File: config.mk
export PLATFORM = sky130hd
export DESIGN_NAME = l1_data_cache
export DESIGN_NICKNAME = d
export VERILOG_FILES = /design/src/rtl/l1_data_cache.sv
export SDC_FILE = /design/constraint.sdc
export NUM_CORES = 2
export LEC_CHECK = 0
export CAP_MARGIN = 20
export CELL_PAD_IN_SITES_DETAIL_PLACEMENT = 0
export CELL_PAD_IN_SITES_GLOBAL_PLACEMENT = 1
export CORE_MARGIN = 2
export CORE_UTILIZATION = 40
export CTS_BUF_LIST = sky130_fd_sc_hd__clkbuf_4 sky130_fd_sc_hd__clkbuf_8 sky130_fd_sc_hd__clkbuf_16
export DETAILED_ROUTE_END_ITERATION = 10
export PLACE_DENSITY_LB_ADDON = 0.12
export SYNTH_ARGS = -nofsm -noshare
export SYNTH_HDL_FRONTEND = slang
export SYNTH_SLANG_ARGS = --single-unit
File: constraint.sdc
create_clock -name clk -period 8.05 [get_ports clk]
set_input_delay 0.805 -clock clk [delete_from_list [all_inputs] [get_ports clk]]
set_output_delay 0.805 -clock clk [all_outputs]
set_load 0.005 [all_outputs]
File: src/rtl/l1_data_cache.sv
// rtl/l1_data_cache.sv - direct-mapped write-back L1 data cache with 32-byte lines
//
// Purpose: zero-wait-state hits from an IDLE state; misses write back a dirty
// victim (WRITEBACK), fill the line (ALLOCATE), then retry the request as a hit.
//
// Ports:
//   clk, reset                 sole clock, synchronous active-high reset
//   cmem_read/cmem_write       CPU request (both high is a write)
//   cmem_address/byte_enable   request address and store byte lanes
//   cmem_wdata/cmem_rdata      store data / load word (full 32 bits)
//   cmem_resp                  completion strobe, same cycle as a hit
//   pmem_read/pmem_write       line fill / writeback request to next level
//   pmem_address/pmem_wdata    line address and victim line
//   pmem_resp/pmem_rdata       next-level completion and fill line
//   l1d_hit                    performance strobe, equal to cmem_resp

module l1_data_cache #(
    parameter int s_index = 3
) (
    input  logic         clk,
    input  logic         reset,
    input  logic         cmem_read,
    input  logic         cmem_write,
    input  logic [31:0]  cmem_address,
    input  logic [3:0]   cmem_byte_enable,
    input  logic [31:0]  cmem_wdata,
    output logic         cmem_resp,
    output logic [31:0]  cmem_rdata,
    output logic         pmem_read,
    output logic         pmem_write,
    output logic [31:0]  pmem_address,
    output logic [255:0] pmem_wdata,
    input  logic         pmem_resp,
    input  logic [255:0] pmem_rdata,
    output logic         l1d_hit
);

    localparam int num_sets = 1 << s_index;
    localparam int tag_w    = 27 - s_index;

    typedef enum logic [1:0] {
        IDLE      = 2'd0,
        WRITEBACK = 2'd1,
        ALLOCATE  = 2'd2
    } state_t;

    state_t state, state_next;

    logic [num_sets-1:0] valid_q;
    logic [num_sets-1:0] dirty_q;
    logic [tag_w-1:0]    tag_q  [num_sets];
    logic [255:0]        line_q [num_sets];

    // The missing request is captured when leaving IDLE so the fill still lands
    // in the right set even if the CPU drops or changes its request mid-miss.
    logic [tag_w-1:0]    miss_tag_q;
    logic [s_index-1:0]  miss_index_q;

    logic [tag_w-1:0]    req_tag;
    logic [s_index-1:0]  req_index;
    logic [2:0]          req_word;
    logic                req;
    logic                tag_match;
    logic                store_hit;
    logic [255:0]        cur_line;
    logic [31:0]         cur_word;
    logic [31:0]         merged_word;
    logic                unused_addr_bits;

    assign req_tag          = cmem_address[31:5+s_index];
    assign req_index        = cmem_address[4+s_index:5];
    assign req_word         = cmem_address[4:2];
    assign unused_addr_bits = ^cmem_address[1:0];

    assign req       = cmem_read | cmem_write;
    assign tag_match = valid_q[req_index] && (tag_q[req_index] == req_tag);
    assign cur_line  = line_q[req_index];
    assign cur_word  = cur_line[{req_word, 5'b0} +: 32];
    assign cmem_rdata = cur_word;

    always_comb begin
        merged_word = cur_word;
        for (int b = 0; b < 4; b++) begin
            if (cmem_byte_enable[b]) begin
                merged_word[b*8 +: 8] = cmem_wdata[b*8 +: 8];
            end
        end
    end

    // cmem_resp is already gated by reset and state, so it doubles as the hit qualifier.
    assign store_hit = cmem_resp && cmem_write;
    assign l1d_hit   = cmem_resp;

    always_ff @(posedge clk) begin
        if (reset) begin
            state <= IDLE;
        end else begin
            state <= state_next;
        end
    end

    always_comb begin
        state_next   = state;
        cmem_resp    = 1'b0;
        pmem_read    = 1'b0;
        pmem_write   = 1'b0;
        pmem_address = 32'd0;
        pmem_wdata   = 256'd0;
        case (state)
            IDLE: begin
                if (req) begin
                    if (tag_match) begin
                        cmem_resp = 1'b1;
                    end else if (valid_q[req_index] && dirty_q[req_index]) begin
                        state_next = WRITEBACK;
                    end else begin
                        state_next = ALLOCATE;
                    end
                end
            end
            WRITEBACK: begin
                pmem_write   = 1'b1;
                pmem_address = {tag_q[miss_index_q], miss_index_q, 5'b0};
                pmem_wdata   = line_q[miss_index_q];
                if (pmem_resp) begin
                    state_next = ALLOCATE;
                end
            end
            ALLOCATE: begin
                pmem_read    = 1'b1;
                pmem_address = {miss_tag_q, miss_index_q, 5'b0};
                if (pmem_resp) begin
                    state_next = IDLE;
                end
            end
            default: begin
                state_next = IDLE;
            end
        endcase
        // Reset silences the CPU and memory interfaces in the reset cycle itself.
        if (reset) begin
            state_next   = IDLE;
            cmem_resp    = 1'b0;
            pmem_read    = 1'b0;
            pmem_write   = 1'b0;
            pmem_address = 32'd0;
            pmem_wdata   = 256'd0;
        end
    end

    always_ff @(posedge clk) begin
        if (!reset && state == IDLE && req && !tag_match) begin
            miss_tag_q   <= req_tag;
            miss_index_q <= req_index;
        end
    end

    always_ff @(posedge clk) begin
        if (reset) begin
            valid_q <= '0;
            dirty_q <= '0;
        end else if (store_hit) begin
            dirty_q[req_index] <= 1'b1;
        end else if (state == ALLOCATE && pmem_resp) begin
            valid_q[miss_index_q] <= 1'b1;
            dirty_q[miss_index_q] <= 1'b0;
        end
    end

    // Tags and line data are deliberately not cleared by reset; valid bits guard them.
    always_ff @(posedge clk) begin
        if (!reset) begin
            if (store_hit) begin
                line_q[req_index][{req_word, 5'b0} +: 32] <= merged_word;
            end else if (state == ALLOCATE && pmem_resp) begin
                line_q[miss_index_q] <= pmem_rdata;
                tag_q[miss_index_q]  <= miss_tag_q;
            end
        end
    end

endmodule

# After elaboration in Yosys (flattened, before gate mapping)
# Memory sizes are Yosys's and may differ from the RTL's. A register that Yosys moved wholly into a read port is not among the register bits.
# Cells that the tools add are included.
[totals]
word_cells = 88
mem_bits_rw = 2240
mem_count = 2
in_bits = 329
ff_bits = 45
out_inout_bits = 324
[mem_list]
columns = ["memory", "depth", "width", "read_ports", "rd_clocked_by_memory_dff", "write_ports", "line_no", "source"]
rows = [
  ["line_q", 8, 256, 2, 1, 1, "52", "logic [255:0] line_q [num_sets];"],
  ["tag_q", 8, 24, 2, 1, 1, "51", "logic [tag_w-1:0] tag_q [num_sets];"],
]
[classes]
add_sub_neg = 1
magnitude_cmp = 4
reduce_logical = 16
shifts = 3
mux = 44
n_eq_ne = 7
bitwise = 6
[op_table]
columns = ["operator", "count"]
rows = [
  ["$mux W256", 5],
  ["$reduce_or A256 Y1", 1],
  ["$shift A32 B10 Y256 const A", 1],
  ["$shiftx A256 B9 Y32", 1],
  ["$shiftx A32 B10 Y256", 1],
  ["$pmux W32 S2", 1],
  ["$mux W8", 6],
  ["$mux W32", 1],
  ["$eq A24 B24 Y1", 1],
  ["$mux W1", 18],
  ["$or A8 B8 Y8", 2],
  ["$mux W2", 5],
  ["$neg A8 Y10", 1],
  ["$logic_and A1 B1 Y1", 9],
  ["$mux W3", 3],
  ["$and A8 B8 Y8", 1],
  ["$lt A3 B4 Y1 const B", 2],
  ["$ne A2 B2 Y1 const B", 4],
  ["$not A8 Y8", 1],
  ["$bmux W1 S3", 2],
  ["$demux W1 S3", 2],
  ["$ge A3 B1 Y1 const B", 2],
  ["$pmux W2 S3", 1],
  ["$reduce_and A4 Y1", 1],
  ["8 further kinds", 9],
]

# Longest topological paths before layout
[logic_depth]
ltp_word = 13
ltp_mapped = 17
mapped_depth_nobuf = 8

# Worst setup path before layout
# Ideal clock, no wire load.
[synth_timing]
kind = "input-to-reg"
start = "input port cmem_address[5]"
end = "memory line_q[7][192] (enable)"
required_ns = 7.580
arrival_time_ns = 5.871
stages = 13
slack_ns = 1.709
path_buffers = 6
setup_ns = 0.470
cell_sequence = "buf_6 buf_6 buf_4 mux2i_1 a22oi_1 a31o_2 a2111oi_2 nand4_1 or4_1 buf_2 clkbuf_1 clkbuf_1 o31ai_1"
[synth_via]
elab_chain_cells = 13
elab_cells_between_ends = 19
classes_between = "1 x eq/ne; 14 x mux; 3 x reduce/logical; 1 x memory"
[synth_lines]
columns = ["item", "line_no", "source"]
rows = [
  ["from (decl)", "24", "input logic [31:0] cmem_address,"],
  ["$mem_v2 Z8 W24 / $bmux W1 S3 (equally long branches)", "n/a", ""],
  ["$eq A24 B24 Y1 / $mux W1 (equally long branches)", "76", "assign tag_match = valid_q[req_index] && (tag_q[req_index] == req_tag);"],
  ["$logic_and A1 B1 Y1", "76", ""],
  ["$mux W1", "112", "if (tag_match) begin"],
  ["$mux W1", "111", "if (req) begin"],
  ["$mux W1", "109", "case (state)"],
  ["$mux W1", "141", "if (reset) begin"],
  ["$logic_and A1 B1 Y1", "91", "assign store_hit = cmem_resp && cmem_write;"],
  ["$mux W1", "173", "if (store_hit) begin"],
  ["$mux W1", "172", "if (!reset) begin"],
  ["$mux W1 (not written as such)", "176", "line_q[miss_index_q] <= pmem_rdata;"],
  ["$reduce_or A256 Y1 (no line)", "n/a", ""],
  ["$mux W3 (no line) / $mux W256 (equally long branches)", "n/a", ""],
  ["to (decl)", "52", ""],
]
# Several ways; a longest one is shown, not always the timed one. The select of a mux whose other input is x is not followed.

# Worst setup path in the final report
[layout_timing]
start = "input port cmem_address[6]"
end = "output port cmem_rdata[20]"
[layout_via]
elab_chain_cells = 2
[layout_lines]
columns = ["item", "line_no", "source"]
rows = [
  ["$mem_v2 Z8 W256", "n/a", ""],
  ["$shiftx A256 B9 Y32", "78", "assign cur_word = cur_line[{req_word, 5'b0} +: 32];"],
  ["to (decl)", "28", "output logic [31:0] cmem_rdata,"],
]
# Every way passes these cells.

==> run metrics <==
status=finished, final reports clean; number of remaining DRC errors=0; RSZ-0062 raised after global routing=no; gr ovfl total=0; Worst Path Max Fanout=77; Chip Height=529 um; worst-path cell chain=buf_8 -> buf_12 -> and3b_4 -> buf_4 -> a22oi_1 -> nand3_1 -> a21oi_1 -> a31oi_1 -> o221ai_1 -> inv_1 -> clkdlybuf4s50_1; synthesized instance count=6982; Worst Path Arrival=5.66 ns; Worst Hold Launch=cmem_address[7]; Yosys warnings=0; total die area=280000 um2; via count=82500; clk_skew=0.0679 ns; multi-input logic area=40100 um2; total track usage=39.0%; crit-path max cell delay=0.93 ns; Final Hold Viols=0; initial cell density of the core=40.3%; syn_area_per_cell=15.8 um2; total power draw=33000 uW; Hold EP=miss_index_q[2]; first-pass GRT wire length=725000 um; Hold-fix buffers, CTS=0; drt via density=7.11; clk sinks=2288; number of global-route vias before repair=78300; initial antenna violation count=60; Max-cap violations=0; Layout Cells excl Fill=11600; Routed wire per std cell=48.0 um; setup TNS=0 ns; final setup vio count=0; flop-to-flop setup slack=2.64 ns; Top FF cell, synth=edfxtp_1; PwrDens=247 nW/um2; CP Capture Type=output pin; Tcrit/Tclk final=80.3%; final slew viol count=0; post-CTS setup buffers=0; Netlist cell types=77; initial DRC count=14500; Setup crit start kind=input pin; Placed Cells=11100; Core ar.=274000 um2; static leakage=0.0439 uW; total CTS buffers=276; #FFs+latches synth=2288; GPL Wtd Cong=0.935; Top Ports=653; Setup CP Type=input pin to output pin; layout cell share with drive strength beyond 1=25.6%; Req. time, crit path=7.24 ns; part of the Yosys area used for sequential elements=62.1%; synth-to-layout area growth=20.9%; R2R Path End=line_q[2][42]; Hold Path Depth=1; Slowest-stage cell, CP=and3b_4; layout net count=8131; TritonCTS clock tree=done; HPWL Detailed=367000 um; buffers plus inverters on the worst setup path=5; Port Buffers=645; post-CTS sizing=0; final WL=557000 um; post-place setup slack=1.34 ns; worst setup margin=1.59 ns; antenna-violating nets left=0; asr flop ratio synth=0%; worst-margin pin slew=1.44 ns; Fillers=23300; Worst R2R Start=tag_q[0][12]; WHS=0.360 ns; Tmin final=6.46 ns; Max Clock Freq=155 MHz; Post-Syn Area=110000 um2; 1st-pass router iterations=6; register area=68500 um2; Post-synth EDFFs=2267; clock root buffer=clkbuf_16; reg2reg path depth=10; # H-tree levels=5; Die Width=529 um; clock tree buffer depth=4; Clk Latency, worst-skew pair=0.97 ns; largest net degree at the start of global routing=119; Rel. slew slack=4.20%; Worst-path clk slew=0.05 ns; cell family with most CP delay=buffers and inverters; num rows=192; maximum vdd drop=0.000235 V; HP Class=input pin to flop
-- cell type report --
type	count	share of cell area, %
clock buffer	344	5.67
sequential	2288	51.4
clock inverter	122	0.876
antenna	26	0.0488
timing repair buffer	1194	8.57
inverter	28	0.0900
tap	3589	3.37
multi-input combinational	4006	30.0
-- layout by cell type (no fill, tap or decap), types with 19 or more instances in the layout --
cell type and count:
mux2_2 241, a211oi_1 22, buf_12 64, edfxtp_1 2267, diode_2 26, o221ai_1 29, o2bb2ai_1 29, a22oi_1 180
a31oi_1 19, clkbuf_4 73, a221o_1 89, o41ai_1 22, clkinv_2 31, clkdlybuf4s50_1 637, buf_4 455, nand4_1 29
a22o_1 26, mux2i_1 521, clkbuf_16 284, nor2_1 413, o31ai_1 198, a21oi_1 204, o31ai_4 65, inv_1 22
o211ai_1 52, and3_1 29, bufinv_16 23, clkinv_1 55, nand3_1 275, a221oi_1 229, a31o_2 28, o21ai_0 145
mux4_2 644, nand2_1 204
-- power by group --
| part | internal (uW) | switching, uW | total [uW] |
|---|---|---|---|
| Sequential | 13600 | 198 | 13800 |
| Clock | 7360 | 4970 | 12300 |
| Combinational | 2400 | 4450 | 6850 |
-- synthesized netlist by cell type, drive strengths merged, types with 7 or more instances --
library cell,instances,area share [%]
nand2b,7,0.040
dfxtp,21,0.38
mux2i,536,4.9
edfxtp,2267,62
xnor2,10,0.079
a21o,8,0.054
o32ai,7,0.056
a221o,89,0.81
mux4,644,13
nor2,421,1.4
o211ai,52,0.35
o221ai,30,0.24
o21ai,150,0.68
a22oi,180,1.2
nand4,29,0.16
a31oi,19,0.11
a211o,7,0.056
mux2,241,2.5
a221oi,229,1.8
nand3,278,1.3
o31ai,266,1.8
inv,27,0.092
clkbuf,372,1.3
nand2,211,0.72
o2bb2ai,29,0.23
a311oi,10,0.079
a21oi,204,0.93
and2,12,0.068
a211oi,22,0.15
and3,30,0.17
a22o,26,0.21
nor2b,23,0.13
o41ai,40,0.33
or2,10,0.057
a32oi,10,0.079
a2111oi,12,0.11
ha,8,0.091
nor3,19,0.086
xor2,10,0.079
a31o,28,0.22
o2111ai,12,0.095
buf,292,1.4
o22ai,17,0.096
-- worst max path at each step --
stage	startpoint	cells past startpoint	slack [ns]	endpoint
after floorplan	cmem_address[5]	13	1.71	line_q[7][192]
after global placement	cmem_address[5]	12	1.42	line_q[0][10]
after detailed placement	cmem_address[5]	11	1.34	line_q[5][54]
after CTS	cmem_address[5]	12	1.87	cmem_rdata[29]
after global routing	cmem_address[5]	12	1.68	cmem_rdata[29]
final	cmem_address[6]	11	1.59	cmem_rdata[20]
-- through the flow --
stage / utilization [%] / area [um2]
5_1_grt: 48.7 / 133000
6_report: 48.7 / 133000
3_3_place_gp: 45.3 / 124000
3_5_place_dp: 45.4 / 124000
4_1_cts: 48.6 / 133000
2_1_floorplan: - / 110000
-- layer usage --
layer	share of wire [%]	wire length, um	up-vias	GRT usage (%)
li1	-	-	30800	-
met1	36	202000	43200	50.5
met2	43	239000	6869	56.4
met3	13	71400	1546	11.6
met4	8.0	44500	48	26.4
met5	0.057	315	-	0
-- cells by family after synthesis --
kind of cell	Yosys count	synth area share, %
AO/OA/AOI/OAI	1484	10.0
XOR/XNOR	20	0.159
adder cells (fa/ha/maj)	8	0.0908
buffers and inverters	692	2.80
flip-flops	2288	62.1
multiplexers	1421	20.5
other	1	0.00340
AND/OR/NAND/NOR	1068	4.33
-- registers in the layout, indices dropped and copies added (netlist names), named ones only --
register,flops
state,2
miss_index_q,3
dirty_q,8
line_q,2048
valid_q,8
tag_q,192
miss_tag_q,24
No activity file was read; power rests on OpenSTA's default activity.
